<file path="src/rtl/mojo_serial_block_out.sv">
// mojo_serial_block_out
//   Takes a BLOCK_BYTES-wide word in one cycle and hands it, most-significant
//   byte first, to a byte-wide serial transmitter using the
//   tx_data / new_tx_data / tx_busy handshake.
//   Optional feature macro: SERIAL_BLOCK_OUT_CHECKSUM_EN. When it is defined,
//   an XOR checksum byte of the data bytes follows the last data byte.
module mojo_serial_block_out #(
    parameter int BLOCK_BYTES = 1
) (
    input  logic                     clk,
    input  logic                     rst,
    input  logic [BLOCK_BYTES*8-1:0] tx_block,
    input  logic                     new_tx_block,
    output logic                     block_busy,
    output logic                     block_done,
    output logic [7:0]               tx_data,
    output logic                     new_tx_data,
    input  logic                     tx_busy
);

`ifdef SERIAL_BLOCK_OUT_CHECKSUM_EN
    // The checksum travels as one extra byte at the bottom of the shift register.
    localparam int N_BYTES = BLOCK_BYTES + 1;
`else
    localparam int N_BYTES = BLOCK_BYTES;
`endif
    localparam int CNT_W = $clog2(N_BYTES + 1);
    localparam int SH_W  = N_BYTES * 8;

    typedef enum logic [1:0] {
        S_IDLE  = 2'd0,
        S_SEND  = 2'd1,
        S_GUARD = 2'd2,
        S_WAIT  = 2'd3
    } state_t;

    state_t            state_q, state_d;
    logic [SH_W-1:0]   shreg_q, shreg_d;
    logic [CNT_W-1:0]  count_q, count_d;
    logic              block_busy_q, block_busy_d;
    logic              block_done_q, block_done_d;
    logic [7:0]        tx_data_q, tx_data_d;
    logic              new_tx_data_q, new_tx_data_d;
    logic [SH_W-1:0]   load_word;

`ifdef SERIAL_BLOCK_OUT_CHECKSUM_EN
    logic [7:0] csum;

    // XOR of every data byte of the incoming block.
    always_comb begin
        csum = 8'h00;
        for (int i = 0; i < BLOCK_BYTES; i++) begin
            csum = csum ^ tx_block[i*8 +: 8];
        end
    end

    assign load_word = {tx_block, csum};
`else
    assign load_word = tx_block;
`endif

    // Next-state and next-output logic for the byte sequencer.
    always_comb begin
        state_d       = state_q;
        shreg_d       = shreg_q;
        count_d       = count_q;
        block_busy_d  = block_busy_q;
        block_done_d  = 1'b0;
        tx_data_d     = tx_data_q;
        new_tx_data_d = 1'b0;

        case (state_q)
            S_IDLE: begin
                if (new_tx_block) begin
                    shreg_d      = load_word;
                    count_d      = CNT_W'(N_BYTES);
                    block_busy_d = 1'b1;
                    state_d      = S_SEND;
                end
            end
            S_SEND: begin
                // Wait for the transmitter to be free; no timeout.
                if (!tx_busy) begin
                    tx_data_d     = shreg_q[SH_W-1 -: 8];
                    new_tx_data_d = 1'b1;
                    shreg_d       = shreg_q << 8;
                    count_d       = count_q - CNT_W'(1);
                    state_d       = S_GUARD;
                end
            end
            S_GUARD: begin
                // Transmitter raises tx_busy one cycle after the strobe;
                // skip that cycle so WAIT never sees a stale idle.
                state_d = S_WAIT;
            end
            S_WAIT: begin
                if (!tx_busy) begin
                    if (count_q != '0) begin
                        state_d = S_SEND;
                    end else begin
                        state_d      = S_IDLE;
                        block_busy_d = 1'b0;
                        block_done_d = 1'b1;
                    end
                end
            end
            default: begin
                state_d = S_IDLE;
            end
        endcase
    end

    // State and registered outputs; reset abandons any partial block.
    always_ff @(posedge clk or posedge rst) begin
        if (rst) begin
            state_q       <= S_IDLE;
            shreg_q       <= '0;
            count_q       <= '0;
            block_busy_q  <= 1'b0;
            block_done_q  <= 1'b0;
            tx_data_q     <= 8'h00;
            new_tx_data_q <= 1'b0;
        end else begin
            state_q       <= state_d;
            shreg_q       <= shreg_d;
            count_q       <= count_d;
            block_busy_q  <= block_busy_d;
            block_done_q  <= block_done_d;
            tx_data_q     <= tx_data_d;
            new_tx_data_q <= new_tx_data_d;
        end
    end

    assign block_busy  = block_busy_q;
    assign block_done  = block_done_q;
    assign tx_data     = tx_data_q;
    assign new_tx_data = new_tx_data_q;

endmodule

</file>
<file path="config.mk">
export PLATFORM = sky130hd
export DESIGN_NAME = mojo_serial_block_out
export DESIGN_NICKNAME = d
export VERILOG_FILES = /design/src/rtl/mojo_serial_block_out.sv
export SDC_FILE = /design/constraint.sdc
export NUM_CORES = 1
export LEC_CHECK = 0
export ABC_AREA = 1
export BUFFER_PORTS_ARGS = -buffer_cell sky130_fd_sc_hd__buf_2
export CAP_MARGIN = 30
export CORE_MARGIN = 4
export CORE_UTILIZATION = 40
export DETAILED_ROUTE_END_ITERATION = 8
export GPL_TIMING_DRIVEN = 0
export PLACE_DENSITY = 0.68
export SLEW_MARGIN = 20
export SYNTH_ARGS = -nofsm -noshare
export SYNTH_HDL_FRONTEND = slang
export SYNTH_SLANG_ARGS = --single-unit
</file>
<file path="constraint.sdc">
create_clock -name clk -period 2.3 [get_ports clk]
set_clock_uncertainty 0.15 [all_clocks]
set_input_delay 0.69 -clock clk [delete_from_list [all_inputs] [get_ports clk]]
set_output_delay 0.69 -clock clk [all_outputs]
set_load 0.01 [all_outputs]
</file>
Yosys cells after proc, flatten, opt, wreduce, memory -nomap -nowiden:

Cells that the tools add are included.

* bitwise logic cells: 1
* equality and inequality tests: 7
* $add $sub $neg: 1
* reductions and logical operators: 7
* multiplexer cells: 19

Operators by type and width (count)
* 2-to-1 mux 8 bit: 2
* case mux 8 bit (2 select lines): 1
* 2-to-1 mux 1 bit: 10
* inequality test 2 bit, second input constant: 4
* case mux 2 bit (4 select lines): 1
* 2-to-1 mux 2 bit: 3
* AND reduction 3 bit: 2
* == test 2 bit, second input constant: 2
* case mux 1 bit (2 select lines): 2
* AND reduction 4 bit: 1
* nonzero test 2 bit: 2
* == test 2 x 1 -> 1 bit, second input constant: 1
* zero test 2 bit: 1
* AND reduction 2 bit: 1
* NOT 1 bit: 1
* subtractor 1 bit, second input constant: 1

* input port bits: 12
* register bits: 22
* output and inout port bits: 11
* word-level logic and storage cells: 42

Longest topological paths before layout:

* word-level depth: 3
* depth in mapped cells: 8
* mapped depth without buffers: 8

Least setup slack after synthesis:

OpenSTA, ideal clock, no wires.

* path type: flip-flop to flip-flop
* start: register state_q[0]
* end: register shreg_q[0]
* stages on the path, launching flop included: 8
* setup time: 0.117 ns
* slack: 0.824 ns
* period minus slack after synthesis: 1.476 ns
* arrival time: 1.209 ns
* data required time: 2.033 ns
* path buffers: 1
* path through: dfrtp_1 inv_1 ha_1 nand2_1 nand3_4 buf_12 nand2_1 o21ai_2

* word-level cells in the longest chain between the ends: 3
* elaborated cells between the ends (all ways): 7
* those cells by class: eq/ne (3); mux (1); reduce/logical (3)

RTL lines
* from (decl): line 37 `state_t state_q, state_d;`
* from (signal assigned): line 124 `state_q <= state_d;`
* == test 2 x 1 -> 1 bit or zero test 2 bit (tied branches): line 72 `case (state_q)`
* inequality test 2 bit (no line) or nonzero test 2 bit (tied branches)
* AND reduction 3 bit (no line)
* to (signal assigned): line 125 `shreg_q <= shreg_d;`
* to (decl): line 38 `logic [SH_W-1:0] shreg_q, shreg_d;`

Several ways; a longest one is shown, not always the timed one.
A chain may end at the register's enable or synchronous reset.

Final worst setup path:

* start: register tx_data_q[7], in the netlist tx_data[7]
* end: output port tx_data[7]

RTL lines
* from (decl): line 42 `logic [7:0] tx_data_q, tx_data_d;`
* from (signal assigned): line 129 `tx_data_q <= tx_data_d;`
* to (decl): line 16 `output logic [7:0] tx_data,`

No word-level cell between the ends.

==> results.json <==
{
  "status": "complete, no violations",
  "design.portCount": 23,
  "cts_resized": 0,
  "cp-end-kind": "output pin",
  "fmax_mhz": 595.0,
  "combPwrFrac": 0.507,
  "p_sw_frac": 0.4248,
  "final_hold_viol_count": 0,
  "vias": 779,
  "synth_top_family_by_area": "simple AND/OR/NAND/NOR gates",
  "critPathBufInv": 1,
  "synth_cell_type_count": 15,
  "powerDensity_nw_per_um2": 1335,
  "initial_core_util": 0.4236,
  "crit_chain": "buf_2",
  "wl_mm": 1.841,
  "crit_family": "flip-flops",
  "reg2reg_to": "shreg_q[0]",
  "ctsHoldBuffers": 0,
  "core.rowCount": 18,
  "slew_viol_final": 0,
  "clock-sinks": 22,
  "drt_iter0_markers": 25,
  "cts-root-buf": "clkbuf_4",
  "synth_xor_area_frac": 0,
  "crit_start": "tx_data[7]",
  "fin_crit_ps": 1681,
  "p_int_mw": 0.9631,
  "regArea_um2": 550.5,
  "post-route-drc-count": 0,
  "p_sw_mw": 0.7112,
  "crit_path_end": "tx_data[7]",
  "power_leakage_nw": 0.7209,
  "tns_ps": 0,
  "die_y_um": 59.69,
  "clock_latency_ps": 290,
  "worst_pin_slew_ps": 216.3,
  "layout_setup_ws_ps": 619.3,
  "dpl_worst_slack_ps": 647.7,
  "seqPwrFrac": 0.392,
  "overflow": 0,
  "ir_worst_vdd_uv": 588.3,
  "rsz0062_at_grt": "false",
  "synth_area_leader_cell": "dfrtp_1",
  "required_ps": 1460,
  "die_w_um": 59.69,
  "nNetsFinal": 165,
  "synth_mux_area_frac": 0,
  "ant_nets": 0,
  "relSlewSlack": 0.8558,
  "synth_compound_area_frac": 0.08314,
  "cpPeakStageDelay_ps": 400,
  "die-area_um2": 3562,
  "gp_congestion": 0.7498,
  "synth_warnings": 0,
  "ctsLongestPathBuffers": 2,
  "yosysSeqAreaShare": 0.5152,
  "avgSynthCellArea_um2": 8.904,
  "cts_buffers": 3,
  "setup_viol": 0,
  "drt-wirelength-per-cell_um": 10.46,
  "grt_max_degree": 23,
  "worstRegToRegCells": 7,
  "port_buffers": 22,
  "crit_arrival_ps": 840,
  "dr.pass1.iters": 4,
  "synth_fa_ha_area_frac": 0.05855,
  "post_cts_buffers": 0,
  "regToRegSetupSlack_ps": 700,
  "cp.depth": 1,
  "antenna_found_initial": 0,
  "area_growth_pct": 17.33,
  "synthDominantCellAreaShare": 0.5152,
  "hold_path.class": "in2async",
  "crit_type": "reg2out",
  "yosys-top-cells-area": "dfrtp_1 (52%), nand2_1 (20%), o21ai_2 (7.4%)",
  "fill_cells": 255,
  "drive_gt1_frac": 0.2877,
  "synth-seq-cells": 22,
  "cap_violations": 0,
  "yosys.area_share.simple": 0.2564,
  "period_share": 0.7308,
  "coreArea_um2": 2522,
  "routed_via_density": 4.426,
  "multi_input_area_um2": 425.4,
  "slowest_stage": "dfrtp_1",
  "syn-num-nets": 137,
  "p_clk_frac": 0.101,
  "netlist_instances": 120,
  "grt_pass1_wl_mm": 3.091,
  "cts.htree.levels": 1,
  "antennaDiodeCount": 0,
  "cts_tree": "yes",
  "crit_fanout": 2,
  "cts.reportedPaths.clkPinSlew_ps": 120,
  "track_usage": 0.1129,
  "cp-start-kind": "register",
  "syn_area_um2": 1069,
  "reg2reg_from": "state_q[0]",
  "grt_pass1_vias": 706
}
## worst min-delay path by stage
stage | slack [ps] | to | cells after the start
after global placement | 300 | block_busy | 2
after detailed placement | 310 | tx_data[0] | 2
after floorplan | 290 | tx_data[0] | 2
after global routing | 110 | state_q[0] | 2
after CTS | 330 | tx_data[2] | 2
final | 120 | state_q[0] | 2
## layout make-up
type	count	area share
Sequential cell	22	0.4391
Multi-Input combinational cell	83	0.3393
Timing Repair Buffer	23	0.09980
Inverter	13	0.04890
Tap cell	30	0.02994
Buffer	2	0.02495
Clock buffer	3	0.01796
## per-layer routing
layer,vias up,part of all wire,track usage
met1,339,0.49,0.1586
met5,-,0,0
li1,422,-,-
met4,0,0,0.02848
met3,0,0.048,0.02160
met2,18,0.46,0.1790
## power groups by stage
stage | combinational [mW] | sequential (mW) | clock [mW]
after global routing | 0.966 | 0.680 | 0.189
final | 0.849 | 0.657 | 0.168
after floorplan | 0.638 | 0.677 | 0
after global placement | 0.831 | 0.655 | 0
after detailed placement | 0.860 | 0.666 | 0
after CTS | 0.863 | 0.658 | 0.176
## cell usage in the layout, fill, tap and decap left out
master / n
nand3_1: 3
or2_1: 1
buf_2: 22
inv_2: 2
clkinv_8: 1
nor2_1: 4
buf_8: 1
ha_1: 5
nand2_2: 1
dfrtp_1: 22
o21ai_0: 2
buf_6: 1
inv_1: 10
nand2_1: 57
buf_12: 1
nand3_4: 1
o21ai_2: 9
clkbuf_4: 3
## synth_stat cells, drive strengths merged
cell type and n:
nand2 58, dfrtp 22, inv 12, o21ai 11, ha 5, nand3 4
nor2 4, buf 2, clkinv 1, or2 1
## flip-flops by register name (all words and copies together), names as in the netlist
register and flops:
state_q 2, shreg_q 8, tx_data 8, new_tx_data 1, block_busy 1, block_done 1, count_q 1
## stage by stage
stage | total power [mW] | cells | hold WS (ps) | util | instance area (um^2)
after floorplan | 1.315 | 120 | 291.5 | - | 1069
after global placement | 1.486 | 172 | 304.2 | 0.4821 | 1216
after detailed placement | 1.526 | 172 | 309.7 | 0.4821 | 1216
after CTS | 1.696 | 175 | 330.3 | 0.4911 | 1239
after global routing | 1.834 | 176 | 111.6 | 0.4970 | 1254
final | 1.674 | 176 | 120.4 | 0.4970 | 1254
## kinds of logic (layout without fill, tap and decap cells)
| kind of cell | Yosys count | count (layout) |
|---|---|---|
| adders and majority gates | 5 | 5 |
| buffers and inverters | 15 | 41 |
| and+or+nand+nor | 67 | 67 |
| DFF | 22 | 22 |
| AOI/OAI and AO/OA | 11 | 11 |
No activity file was read; power rests on OpenSTA's default activity.
